## src/rtl/color_seq_pkg.sv

```systemverilog
// Shared types for the colour sequencer: state and command encodings,
// dwell counter sizing and the ring-step helper.
package color_seq_pkg;

  typedef enum logic [1:0] {
    BLUE   = 2'd0,
    RED    = 2'd1,
    GREEN  = 2'd2,
    YELLOW = 2'd3
  } Color_state;

  typedef enum logic [1:0] {
    CMD_HOLD    = 2'd0,
    CMD_ADVANCE = 2'd1,
    CMD_REVERSE = 2'd2,
    CMD_HOME    = 2'd3
  } cmd_e;

  localparam int DWELL_W = 8;

  // One step around a ring of num_states colours; dir=1 forward, dir=0 back.
  function automatic Color_state next_idx(input Color_state idx, input logic dir,
                                          input int unsigned num_states);
    int unsigned i;
    int unsigned n;
    i = {30'd0, idx};
    if (dir) n = (i + 1 >= num_states) ? 0 : i + 1;
    else     n = (i == 0) ? num_states - 1 : i - 1;
    return Color_state'(n[1:0]);
  endfunction

endpackage

```

## src/rtl/color_seq_dwell.sv

```systemverilog
// Dwell timer for the colour sequencer: saturating cycle count since state
// entry, the command-ready window and (with COLOR_SEQ_AUTO_EN) the
// auto-advance strobe.
module color_seq_dwell
  import color_seq_pkg::*;
#(
  parameter int MIN_DWELL  = 2,
  parameter int AUTO_DWELL = 16
) (
  input  logic clk,
  input  logic rst_n,
  input  logic clear_i,
  output logic ready_o
`ifdef COLOR_SEQ_AUTO_EN
  ,
  output logic auto_fire_o
`endif
);

  logic [DWELL_W-1:0] dwell_q;
  logic [DWELL_W-1:0] dwell_d;

  // Restart at zero on state entry, otherwise count up and stick at 255.
  always_comb begin
    dwell_d = dwell_q;
    if (clear_i)                 dwell_d = '0;
    else if (dwell_q != 8'hFF)   dwell_d = dwell_q + 8'd1;
  end

  // Dwell count register.
  always_ff @(posedge clk or negedge rst_n) begin
    if (!rst_n) dwell_q <= '0;
    else        dwell_q <= dwell_d;
  end

  // Ready is a pure function of the registered count.
  generate
    if (MIN_DWELL <= 1) begin : g_ready_always
      assign ready_o = 1'b1;
    end else begin : g_ready_cmp
      assign ready_o = (dwell_q >= 8'(MIN_DWELL - 1));
    end
  endgenerate

`ifdef COLOR_SEQ_AUTO_EN
  assign auto_fire_o = (dwell_q == 8'(AUTO_DWELL - 1));
`endif

endmodule

```

## src/rtl/color_seq_fsm.sv

```systemverilog
// Colour ring sequencer. Steps through up to four colours on ADVANCE /
// REVERSE / HOME commands, gated by a minimum dwell per state. Outputs are
// registered and decoded from the state only.
// Optional: define COLOR_SEQ_AUTO_EN to auto-advance after AUTO_DWELL cycles.
module color_seq_fsm
  import color_seq_pkg::*;
#(
  parameter int NUM_STATES = 4,
  parameter int HOME       = 1,
  parameter int MIN_DWELL  = 2,
  parameter int AUTO_DWELL = 16,
  parameter int OUT_WIDTH  = 3
) (
  input  logic                 clk,
  input  logic                 rst_n,
  input  logic [1:0]           cmd,
  input  logic                 cmd_valid,
  output logic                 cmd_ready,
  output logic [OUT_WIDTH-1:0] out,
  output logic [1:0]           state_idx,
  output logic                 changed
);

  localparam Color_state HOME_ST = Color_state'(2'(HOME));

  function automatic logic [OUT_WIDTH-1:0] color_code(input Color_state s);
    return OUT_WIDTH'({1'b0, s} + 3'd1);
  endfunction

  Color_state           state_q, state_d;
  logic                 changed_q;
  logic [OUT_WIDTH-1:0] out_q;
  logic                 accept;
  logic                 enter;

  assign accept = cmd_valid & cmd_ready;

`ifdef COLOR_SEQ_AUTO_EN
  logic auto_fire;
  logic cmd_moves;
  // Any accepted non-HOLD command pre-empts the auto step, even a HOME that
  // leaves the state where it is.
  assign cmd_moves = accept & (cmd != CMD_HOLD);
`endif

  color_seq_dwell #(
    .MIN_DWELL  (MIN_DWELL),
    .AUTO_DWELL (AUTO_DWELL)
  ) u_dwell (
    .clk         (clk),
    .rst_n       (rst_n),
    .clear_i     (enter),
    .ready_o     (cmd_ready)
`ifdef COLOR_SEQ_AUTO_EN
    ,
    .auto_fire_o (auto_fire)
`endif
  );

  // Next state from the accepted command, then the optional auto step.
  always_comb begin
    state_d = state_q;
    if (accept) begin
      unique case (cmd)
        CMD_ADVANCE: state_d = next_idx(state_q, 1'b1, NUM_STATES);
        CMD_REVERSE: state_d = next_idx(state_q, 1'b0, NUM_STATES);
        CMD_HOME:    state_d = HOME_ST;
        CMD_HOLD:    state_d = state_q;
      endcase
    end
`ifdef COLOR_SEQ_AUTO_EN
    if (!cmd_moves && auto_fire) state_d = next_idx(state_q, 1'b1, NUM_STATES);
`endif
    enter = (state_d != state_q);
  end

  // State register with registered Moore outputs; change pulse only on a real move.
  always_ff @(posedge clk or negedge rst_n) begin
    if (!rst_n) begin
      state_q   <= HOME_ST;
      changed_q <= 1'b0;
      out_q     <= color_code(HOME_ST);
    end else begin
      state_q   <= state_d;
      changed_q <= enter;
      out_q     <= color_code(state_d);
    end
  end

  assign out       = out_q;
  assign state_idx = state_q;
  assign changed   = changed_q;

endmodule

```

## config.mk

```make
export PLATFORM = sky130hd
export DESIGN_NAME = color_seq_fsm
export DESIGN_NICKNAME = d
export VERILOG_FILES = /design/src/rtl/color_seq_pkg.sv /design/src/rtl/color_seq_dwell.sv /design/src/rtl/color_seq_fsm.sv
export SDC_FILE = /design/constraint.sdc
export NUM_CORES = 1
export LEC_CHECK = 0
export ABC_AREA = 1
export CAP_MARGIN = 0
export CELL_PAD_IN_SITES_DETAIL_PLACEMENT = 2
export CELL_PAD_IN_SITES_GLOBAL_PLACEMENT = 2
export CORE_MARGIN = 3
export CORE_UTILIZATION = 37
export DETAILED_ROUTE_END_ITERATION = 6
export DONT_BUFFER_PORTS = 1
export GPL_TIMING_DRIVEN = 0
export PLACE_DENSITY_LB_ADDON = 0.1
export SYNTH_ARGS = -nofsm -noshare
export SYNTH_HDL_FRONTEND = slang
export SYNTH_SLANG_ARGS = --single-unit
```

## constraint.sdc

```tcl
create_clock -name clk -period 5.2 [get_ports clk]
set_input_delay 0.78 -clock clk [delete_from_list [all_inputs] [get_ports clk]]
set_output_delay 0.78 -clock clk [all_outputs]
set_load 0.1 [all_outputs]
```

Word level (Yosys, flattened, before mapping)
Index checks and enable logic that the tools add are counted.
{"block": "word_totals", "out_inout_bits": 7, "in_bits": 5, "reg_bits": 14, "wordCells": 25}
{"block": "op_classes", "addsub": 4, "n_mux": 6, "n_bitwise": 1, "n_lt_le_gt_ge": 2, "n_reduce_logical": 3, "eq_ne": 5}
{"cell": "$mux W8", "n": 2}
{"cell": "$add A8 B1 Y8 const B", "n": 1}
{"cell": "$ge A8 B1 Y1 const B", "n": 1}
{"cell": "$ne A8 B8 Y1 const B", "n": 1}
{"cell": "$pmux W2 S4", "n": 1}
{"cell": "$add A2 B1 Y3 const B", "n": 2}
{"cell": "$mux W2", "n": 3}
{"cell": "$eq A2 B2 Y1 const B", "n": 2}
{"cell": "$logic_not A2 Y1", "n": 2}
{"cell": "$ge A3 B3 Y1 const B", "n": 1}
{"cell": "$eq A2 B1 Y1 const B", "n": 1}
{"cell": "$ne A2 B2 Y1", "n": 1}
{"cell": "$reduce_bool A2 Y1", "n": 1}
{"cell": "$sub A2 B1 Y2 const B", "n": 1}
{"cell": "$and A1 B1 Y1", "n": 1}

Depth between registers and ports, before layout
Gate-level depths: netlist of run 1.
{"block": "logic_depth", "word_depth": 7, "depth_mapped": 12, "depth_no_buf": 12}

Cells and area by module
Synthesis of run 1 repeated with hierarchy kept, for this count alone.
{"block": "hier_totals", "hier_cells": 117, "area_unflattened_um2": 884.6}
{"mod": "color_seq_dwell", "seq_area_each_um2": 200.2, "n_inst": 1, "cells_each": 71, "area_each_um2": 529.3}
{"mod": "color_seq_fsm", "seq_area_each_um2": 152.6, "n_inst": 1, "cells_each": 46, "area_each_um2": 355.3}

Worst setup path after synthesis of run 1
OpenSTA, ideal clock, no wires.
{"block": "synth_timing", "path_type": "register to register", "from": "register state_q[1] (netlist: state_idx[1])", "to": "register u_dwell.dwell_q[5]", "n_path_buf": 0, "synth_period_minus_slack_ps": 2164, "stages_incl_launch_ff": 9, "setup_slack_ps": 3036, "arrival_time_ps": 2042, "setup_ps": 122, "required_ps": 5078, "path_cell_list": "dfrtp_1 > inv_1 > ha_1 > o21ai_0 > nor2_1 > o21ai_0 > nand2_1 > nand2_4 > nor2_1"}
{"block": "synth_via", "elab_chain_cells": 7, "elab_cells_between_ends": 11, "cone_classes": "add/sub: 2; order compare: 1; eq/ne: 1; mux: 5; reduce/logical: 2"}
{"element": "start: declaration", "line": "color_seq_fsm.sv:30", "text": "Color_state state_q, state_d;"}
{"element": "start signal: assignment", "line": "color_seq_fsm.sv:84", "text": "state_q <= state_d;"}
{"element": "$add A2 B1 Y3", "line": "color_seq_pkg.sv:27", "text": "if (dir) n = (i + 1 >= num_states) ? 0 : i + 1;"}
{"element": "$ge A3 B3 Y1", "line": "color_seq_pkg.sv:27"}
{"element": "$mux W2", "line": "color_seq_pkg.sv:27"}
{"element": "$pmux W2 S4", "line": "color_seq_fsm.sv:64", "text": "unique case (cmd)"}
{"element": "$mux W2", "line": "color_seq_fsm.sv:63", "text": "if (accept) begin"}
{"element": "$ne A2 B2 Y1 (*)", "line": "color_seq_fsm.sv:74", "text": "enter = (state_d != state_q);"}
{"element": "named net enter", "line": "color_seq_fsm.sv:34", "text": "logic enter;"}
{"element": "$mux W8 or $reduce_bool A2 Y1 (tied branches)"}
{"element": "end signal: assignment", "line": "color_seq_dwell.sv:33", "text": "else dwell_q <= dwell_d;"}
{"element": "end: declaration", "line": "color_seq_dwell.sv:20", "text": "logic [DWELL_W-1:0] dwell_q;"}
The timed path passes the listed nets; every way through them passes the cells marked *.
A chain may end at the register's enable or synchronous reset.

Worst setup path after layout of run 1
{"block": "layout_timing", "from": "register state_q[1] (netlist: state_idx[1])", "to": "register out_q[1] (netlist: out[1])"}
{"block": "layout_via", "elab_chain_cells": 6, "elab_cells_between_ends": 9, "cone_classes": "add/sub: 3; order compare: 1; mux: 4; reduce/logical: 1"}
{"element": "$add A2 B1 Y3", "line": "color_seq_pkg.sv:27"}
{"element": "$ge A3 B3 Y1", "line": "color_seq_pkg.sv:27"}
{"element": "$mux W2", "line": "color_seq_pkg.sv:27"}
{"element": "$pmux W2 S4", "line": "color_seq_fsm.sv:64"}
{"element": "$mux W2 (*)", "line": "color_seq_fsm.sv:63"}
{"element": "named net state_d[1]", "line": "color_seq_fsm.sv:30"}
{"element": "$add A2 B1 Y3 (*)", "line": "color_seq_fsm.sv:27", "text": "return OUT_WIDTH'({1'b0, s} + 3'd1);"}
{"element": "end signal: assignment", "line": "color_seq_fsm.sv:82", "text": "out_q <= color_code(HOME_ST);"}
{"element": "end signal: assignment", "line": "color_seq_fsm.sv:86", "text": "out_q <= color_code(state_d);"}
{"element": "end: declaration", "line": "color_seq_fsm.sv:32", "text": "logic [OUT_WIDTH-1:0] out_q;"}
Marks and branches as above.

==> metrics.md, run 1 <==
| Metric | Value |
|---|---|
| Outcome | `finished, final reports clean` |
| Count of different cell masters after synthesis | `19` |
| Reg2Reg Depth | `8` |
| Buf+Inv Stages, Crit Path | `1` |
| Fin area | `between 800 and 900 sq um` |
| Worst-Skew Late Latency | `0.28 ns` |
| Commonest cells post-synth | `23 x nand2_1, 21 x nor2_1, 17 x inv_1` |
| Final Slew Violations | `0` |
| Final period utilization | `about 48%` |
| Yosys warns | `0` |
| Site Rows | `16` |
| Post-Synthesis Cells | `approximately 110` |
| GP Congestion | `between 0.7 and 0.8` |
| Vias in the first global route | `just under 800` |
| CTS tree | `done` |
| Met2 usage | `between 30 and 40%` |
| Nets | `roughly 120` |
| Cell count along the critical path | `8` |
| Crit path cell chain | `inv_1 > ha_1 > nand2_1 > o21ai_0 > nor2_1 > nand2_1 > o21ai_0 > ha_1` |
| Sequential share of the synthesized area | `42.73%` |
| Iter 0 DRT Violations | `1` |
| Layout Area Growth over Synthesis | `8.485%` |
| Slew margin rel. | `about a third` |
| Worst Setup End Kind | `flop` |
| DP Area | `859.6 sq um` |
| Number of post-CTS setup repair buffers | `0` |
| RSZ-0062 raised after global routing | `false` |
| R2r setup slk | `~2.7 ns` |
| Ant diodes | `0` |
| FF-to-FF Start | `state_idx[1]` |
| CTS max path bufs | `2` |
| Setup Crit Path Kind | `reg -> reg` |
| Die area | `0.002835 sq mm` |
| Clk pin slew, worst setup/hold paths | `approximately 0.09 ns` |
| Final Hold Fails | `0` |
| Post-synthesis cell area | `about 830 sq um` |
| Top_reg_cell synth | `dfrtp_1` |
| H-tree levels | `1` |
| Routing usage on met1 | `roughly 24%` |
| Largest area contributor in the netlist | `dfrtp_1` |
| Final core utilization | `43.87%` |
| Share of post-route cells with drive strength above 1 | `a little under an eighth` |
| Critical path destination | `out[1]` |
| Sink Count | `14` |
| Cts-stage hold buffer count | `0` |
| Grt met3 use | `2.535%` |
| DRC viols | `0` |
| Via Count | `683` |
| Busiest metal layer after global routing | `met2` |
| R2R Path End | `out[1]` |
| CP max-delay cell | `dfrtp_1` |
| Setup violators final | `0` |
| Critical Path Start Type | `flop` |
| Largest stage delay on the critical path | `between 1 and 1.5 ns` |
| Number of buffers created by CTS | `3` |
| Synth area leaders | `dfrtp_1 36%, nand2_1 10%, nor2_1 9.5%` |
| Period minus WS final | `2.487 ns` |
| Post-DP HPWL | `roughly 1700 microns` |
| Total core area | `approximately 0.0020 sq mm` |
| Post-DR wirelength/cell | `approximately 16 microns` |
| Fmax | `0.4020 GHz` |
| Initial antenna violation count | `0` |
| Fillers | `256` |
| Syn_area_per_cell | `a little under 8 sq um` |
| Delay-heaviest family, CP | `flip-flops` |
| Worst clock skew | `slightly below 0.009 ns` |
| IO Pins | `12` |
| Asr flop ratio synth | `100.0%` |
| Post-CTS sizing | `0` |
| Worst Setup SP | `state_idx[1]` |
| Total grt overflow | `0` |
| Max FO, Critical Path | `5` |
| Tightest Pin Transition | `about 1.0 ns` |
| First-pass GRT wire length | `about 3800 microns` |
| Largest net degree at the start of global routing | `15` |
| Routed wire length | `around 2200 microns` |
| DR vias/cell | `around 4.9` |
| Mapped Nets | `roughly 120` |
| Post-synth top area share | `36.36%` |
| DRT Pass-1 Iters | `3` |
| Clock tree root buffer cell | `clkbuf_4` |
| Top-count cell post-synth | `nand2_1` |
| EDFF count, synth | `0` |
| Hold Path Class | `in -> async` |
| Final ANT Viol Nets | `0` |
| Setup TNS | `0 ns` |
| Die W | `between 50 and 60 microns` |
| Flops & latches, synth | `14` |
| Starting density of the core | `around two fifths` |
| Die height | `53.24 microns` |
| GRT Overall Usage | `19.08%` |
| IO buf count | `0` |
| Max Cap Viol | `0` |
| Worst EP required | `around 5.4 ns` |
| Data arrival, critical path | `roughly 2.7 ns` |
## worst min-delay path by stage
stage	from	slack [ns]	to
CTS	rst_n	0.16	u_dwell.dwell_q[1]
global placement	rst_n	0.48	u_dwell.dwell_q[1]
finish	rst_n	0.18	u_dwell.dwell_q[1]
floorplan	rst_n	0.48	changed
global route	rst_n	0.15	u_dwell.dwell_q[4]
detailed placement	rst_n	0.48	u_dwell.dwell_q[1]
## metrics by stage
step / hold slack (ns) / cells / setup slack (ns)
floorplan: 0.4844 / 107 / 3.036
detailed placement: 0.4847 / 134 / 2.766
CTS: 0.1620 / 138 / 2.689
global route: 0.1524 / 138 / 2.500
global placement: 0.4847 / 134 / 2.845
finish: 0.1777 / 138 / 2.713
## placed cells by master (no fill, tap or decap)
cell type  count
nor3_4         1
dfrtp_1       12
nand2_1       23
xor2_1         1
o31ai_1        2
nor2_1        21
o21ai_1        2
clkbuf_4       3
a21boi_0       1
ha_1           6
o21ai_2        1
dfstp_2        2
nand2_4        1
nor3_1         1
nand2_2        3
o21ai_0        8
inv_1         17
nand4_1        1
nand3_1        3
nor2_2         1
clkbuf_8       1
## area by class of cell
| type | instances | area, sq um | area share (%) |
|---|---|---|---|
| Clock buffer | 4 | 36.28 | 4.050 |
| Inverter | 17 | 63.81 | 7.123 |
| Multi-Input combinational cell | 76 | 409.1 | 45.67 |
| Sequential cell | 14 | 352.8 | 39.39 |
| Tap cell | 27 | 33.78 | 3.771 |
## cell families after synthesis
group                    synth area share (%)
AND/OR/NAND/NOR                         29.55
buffers and inverters                   7.727
AO/OA/AOI/OAI                           9.849
flip-flops                              42.73
adder cells (fa/ha/maj)                 9.091
XOR/XNOR                                1.061
## registers in the layout, summed over array words and instances (netlist names)
register / cells
out: 3
state_idx: 2
changed: 1
u_dwell.dwell_q: 8
## per-layer routing
layer	routed length (microns)	vias up	part of all wire, %
li1	-	339	-
met1	1065	337	48
met2	1089	5	50
met3	33	2	1.5
met4	12	0	0.55
met5	0	-	0
Power of run 1 is not shown: default switching activity piles up to over one toggle a cycle in this logic, so the estimate is an artifact.
==> run 2, diff against run 1 <==
--- a/config.mk
+++ b/config.mk
@@ -10,7 +10,7 @@
 export CELL_PAD_IN_SITES_DETAIL_PLACEMENT = 2
 export CELL_PAD_IN_SITES_GLOBAL_PLACEMENT = 2
 export CORE_MARGIN = 3
-export CORE_UTILIZATION = 37
+export CORE_UTILIZATION = 34
 export DETAILED_ROUTE_END_ITERATION = 6
 export DONT_BUFFER_PORTS = 1
 export GPL_TIMING_DRIVEN = 0
==> constraint.sdc (replaced) <==
create_clock -name clk -period 2.6 [get_ports clk]
set_input_delay 0.39 -clock clk [delete_from_list [all_inputs] [get_ports clk]]
set_output_delay 0.39 -clock clk [all_outputs]
set_load 0.1 [all_outputs]
==> run 2 against run 1 <==
Against the previous run: first-iteration DRC count did not move; critical path depth did not move; maximum frequency is 9.2% higher; register-to-register slack lost 2.4 ns; global-route usage shrank 4.1 points; worst hold slack improved by 0.28 ns; die area is 7.8% higher; highest routed layer unchanged.
==> metrics.md, run 2 (synthesized netlist as in run 1, its figures left out) <==
| Metric | Value |
|---|---|
| Site Rows | `17` |
| Final core utilization | `between 40 and 50%` |
| IO buf count | `0` |
| Hold Path Class | `in -> reg` |
| Worst setup margin | `approximately 0.32 ns` |
| Max FO, Critical Path | `9` |
| Nets | `between 100 and 150` |
| IO Pins | `12` |
| Final ANT Viol Nets | `0` |
| DRC viols | `0` |
| Clock tree root buffer cell | `clkbuf_4` |
| Clk pin slew, worst setup/hold paths | `~0.09 ns` |
| Initial antenna violation count | `0` |
| Fillers | `282` |
| Final Hold Fails | `0` |
| GRT Overall Usage | `between 10% and 20%` |
| Via Count | `slightly above 700` |
| CTS tree | `done` |
| First-pass GRT wire length | `~3600 microns` |
| Setup violators final | `0` |
| CP max-delay cell | `dfstp_2` |
| Critical Path Start Type | `flop` |
| Worst clock skew | `0.007213 ns` |
| Worst Setup End Kind | `flop` |
| Largest net degree at the start of global routing | `15` |
| Layout Area Growth over Synthesis | `10.00%` |
| Outcome | `finished, final reports clean` |
| Commonest non-fill, non-tap cell in the layout | `nand2_1` |
| Number of buffers created by CTS | `3` |
| DRT Pass-1 Iters | `3` |
| Worst-Skew Late Latency | `about 0.27 ns` |
| Vias in the first global route | `approximately 790` |
| Leading cell types in the layout, fill and taps excluded | `23 x nand2_1, 21 x nor2_1, 17 x inv_1` |
| Ant diodes | `0` |
| Dpl ws | `~0.17 ns` |
| Total grt overflow | `0` |
| Post-DP HPWL | `about 1600 microns` |
| RSZ-0062 raised after global routing | `false` |
| Die height | `55.28 microns` |
| Total core area | `0.002255 sq mm` |
| Sink Count | `14` |
| Tightest Pin Transition | `a little under 0.9 ns` |
| Routed wire length | `around 2000 microns` |
| Final period utilization | `87.62%` |
| Worst EP required | `between 2 and 3 ns` |
| Data arrival, critical path | `about 2.4 ns` |
| Fmax | `0.4390 GHz` |
| CTS max path bufs | `2` |
| Number of post-CTS setup repair buffers | `0` |
| Setup Crit Path Kind | `reg -> reg` |
| Setup TNS | `0 ns` |
| Share of post-route cells with drive strength above 1 | `12.50%` |
| H-tree levels | `1` |
| Max reg flops | `8` |
| Post-DR wirelength/cell | `roughly 14 microns` |
| Die W | `around 55 microns` |
| DR vias/cell | `around 5` |
| Starting density of the core | `between 30% and 40%` |
| Largest stage delay on the critical path | `about 0.90 ns` |
| Max Cap Viol | `0` |
| Die area | `0.003056 sq mm` |
| GP Congestion | `~0.74` |
| Crit path cell chain | `inv_1 > ha_1 > o21ai_0 > nor2_1 > o21ai_0 > nand2_1 > nand2_4 > nor2_1` |
| Final Slew Violations | `0` |
| Period minus WS final | `around 2.3 ns` |
| Slew margin rel. | `40.68%` |
| Iter 0 DRT Violations | `1` |
| Most flops, register | `u_dwell.dwell_q` |
-- run 2: cell count changes in the layout (fill, tap and decap cells not counted) --
| cell | before | now |
|---|---|---|
| dlygate4sd3_1 | 0 | 1 |
| dfrtp_2 | 0 | 1 |
| dfrtp_1 | 12 | 11 |
-- run 2: worst max-delay path: cells and delay by family (launching register included) --
family | cells | cell delay (ns)
AO/OA/AOI/OAI | 2 | 0.34
adder cells (fa/ha/maj) | 1 | 0.34
buffers and inverters | 1 | 0.19
flip-flops | 1 | 0.90
AND/OR/NAND/NOR | 4 | 0.39
-- run 2: final timing paths --
| path | start | endpoint | slack (ns) | cells after the start |
|---|---|---|---|---|
| min in group asynchronous | rst_n | out[2] | 0.57 | 1 |
| worst max-delay path | state_idx[0] | u_dwell.dwell_q[7] | 0.32 | 8 |
| worst min-delay path | cmd_valid | state_idx[1] | 0.46 | 4 |
| max in group asynchronous | rst_n | state_idx[1] | 1.59 | 1 |
| worst min register to register | u_dwell.dwell_q[2] | u_dwell.dwell_q[2] | 0.60 | 2 |
| worst max register to register | state_idx[0] | u_dwell.dwell_q[7] | 0.32 | 8 |
-- run 2: layer usage --
layer / track usage [%] / vias up / routed length [microns]
li1: - / 343 / -
met1: 18.26 / 355 / 877
met2: 26.69 / 5 / 1083
met3: 2.103 / 2 / 35
met4: 5.208 / 0 / 10
met5: 0 / - / 0
-- run 2: what timing repair did --
| action | CTS | global route |
|---|---|---|
| hold buffers | 1 | 0 |
| endpoints found under the setup margin | 0 | 11 |
| endpoints found under the hold margin | 14 | 0 |
| resized for setup | 0 | 1 |
-- run 2: through the flow --
step | hold WS [ns] | area, sq um | cells
after global routing | 0.5277 | 908.4 | 140
after global placement | 0.09490 | 860.8 | 135
after CTS | 0.4521 | 907.1 | 140
after floorplan | 0.09441 | 825.8 | 107
final | 0.4613 | 908.4 | 140
after detailed placement | 0.09495 | 860.8 | 135
-- run 2: area by class of cell --
cell class	instances	area (sq um)	share of cell area, %
multi-input cells	76	409.1	45.04
flip-flops and latches	14	354.1	38.98
inverters	17	63.81	7.025
clock buffers	4	36.28	3.994
well taps	28	35.03	3.857
repair buffers	1	10.01	1.102
Power of run 2 is left out for the same reason.
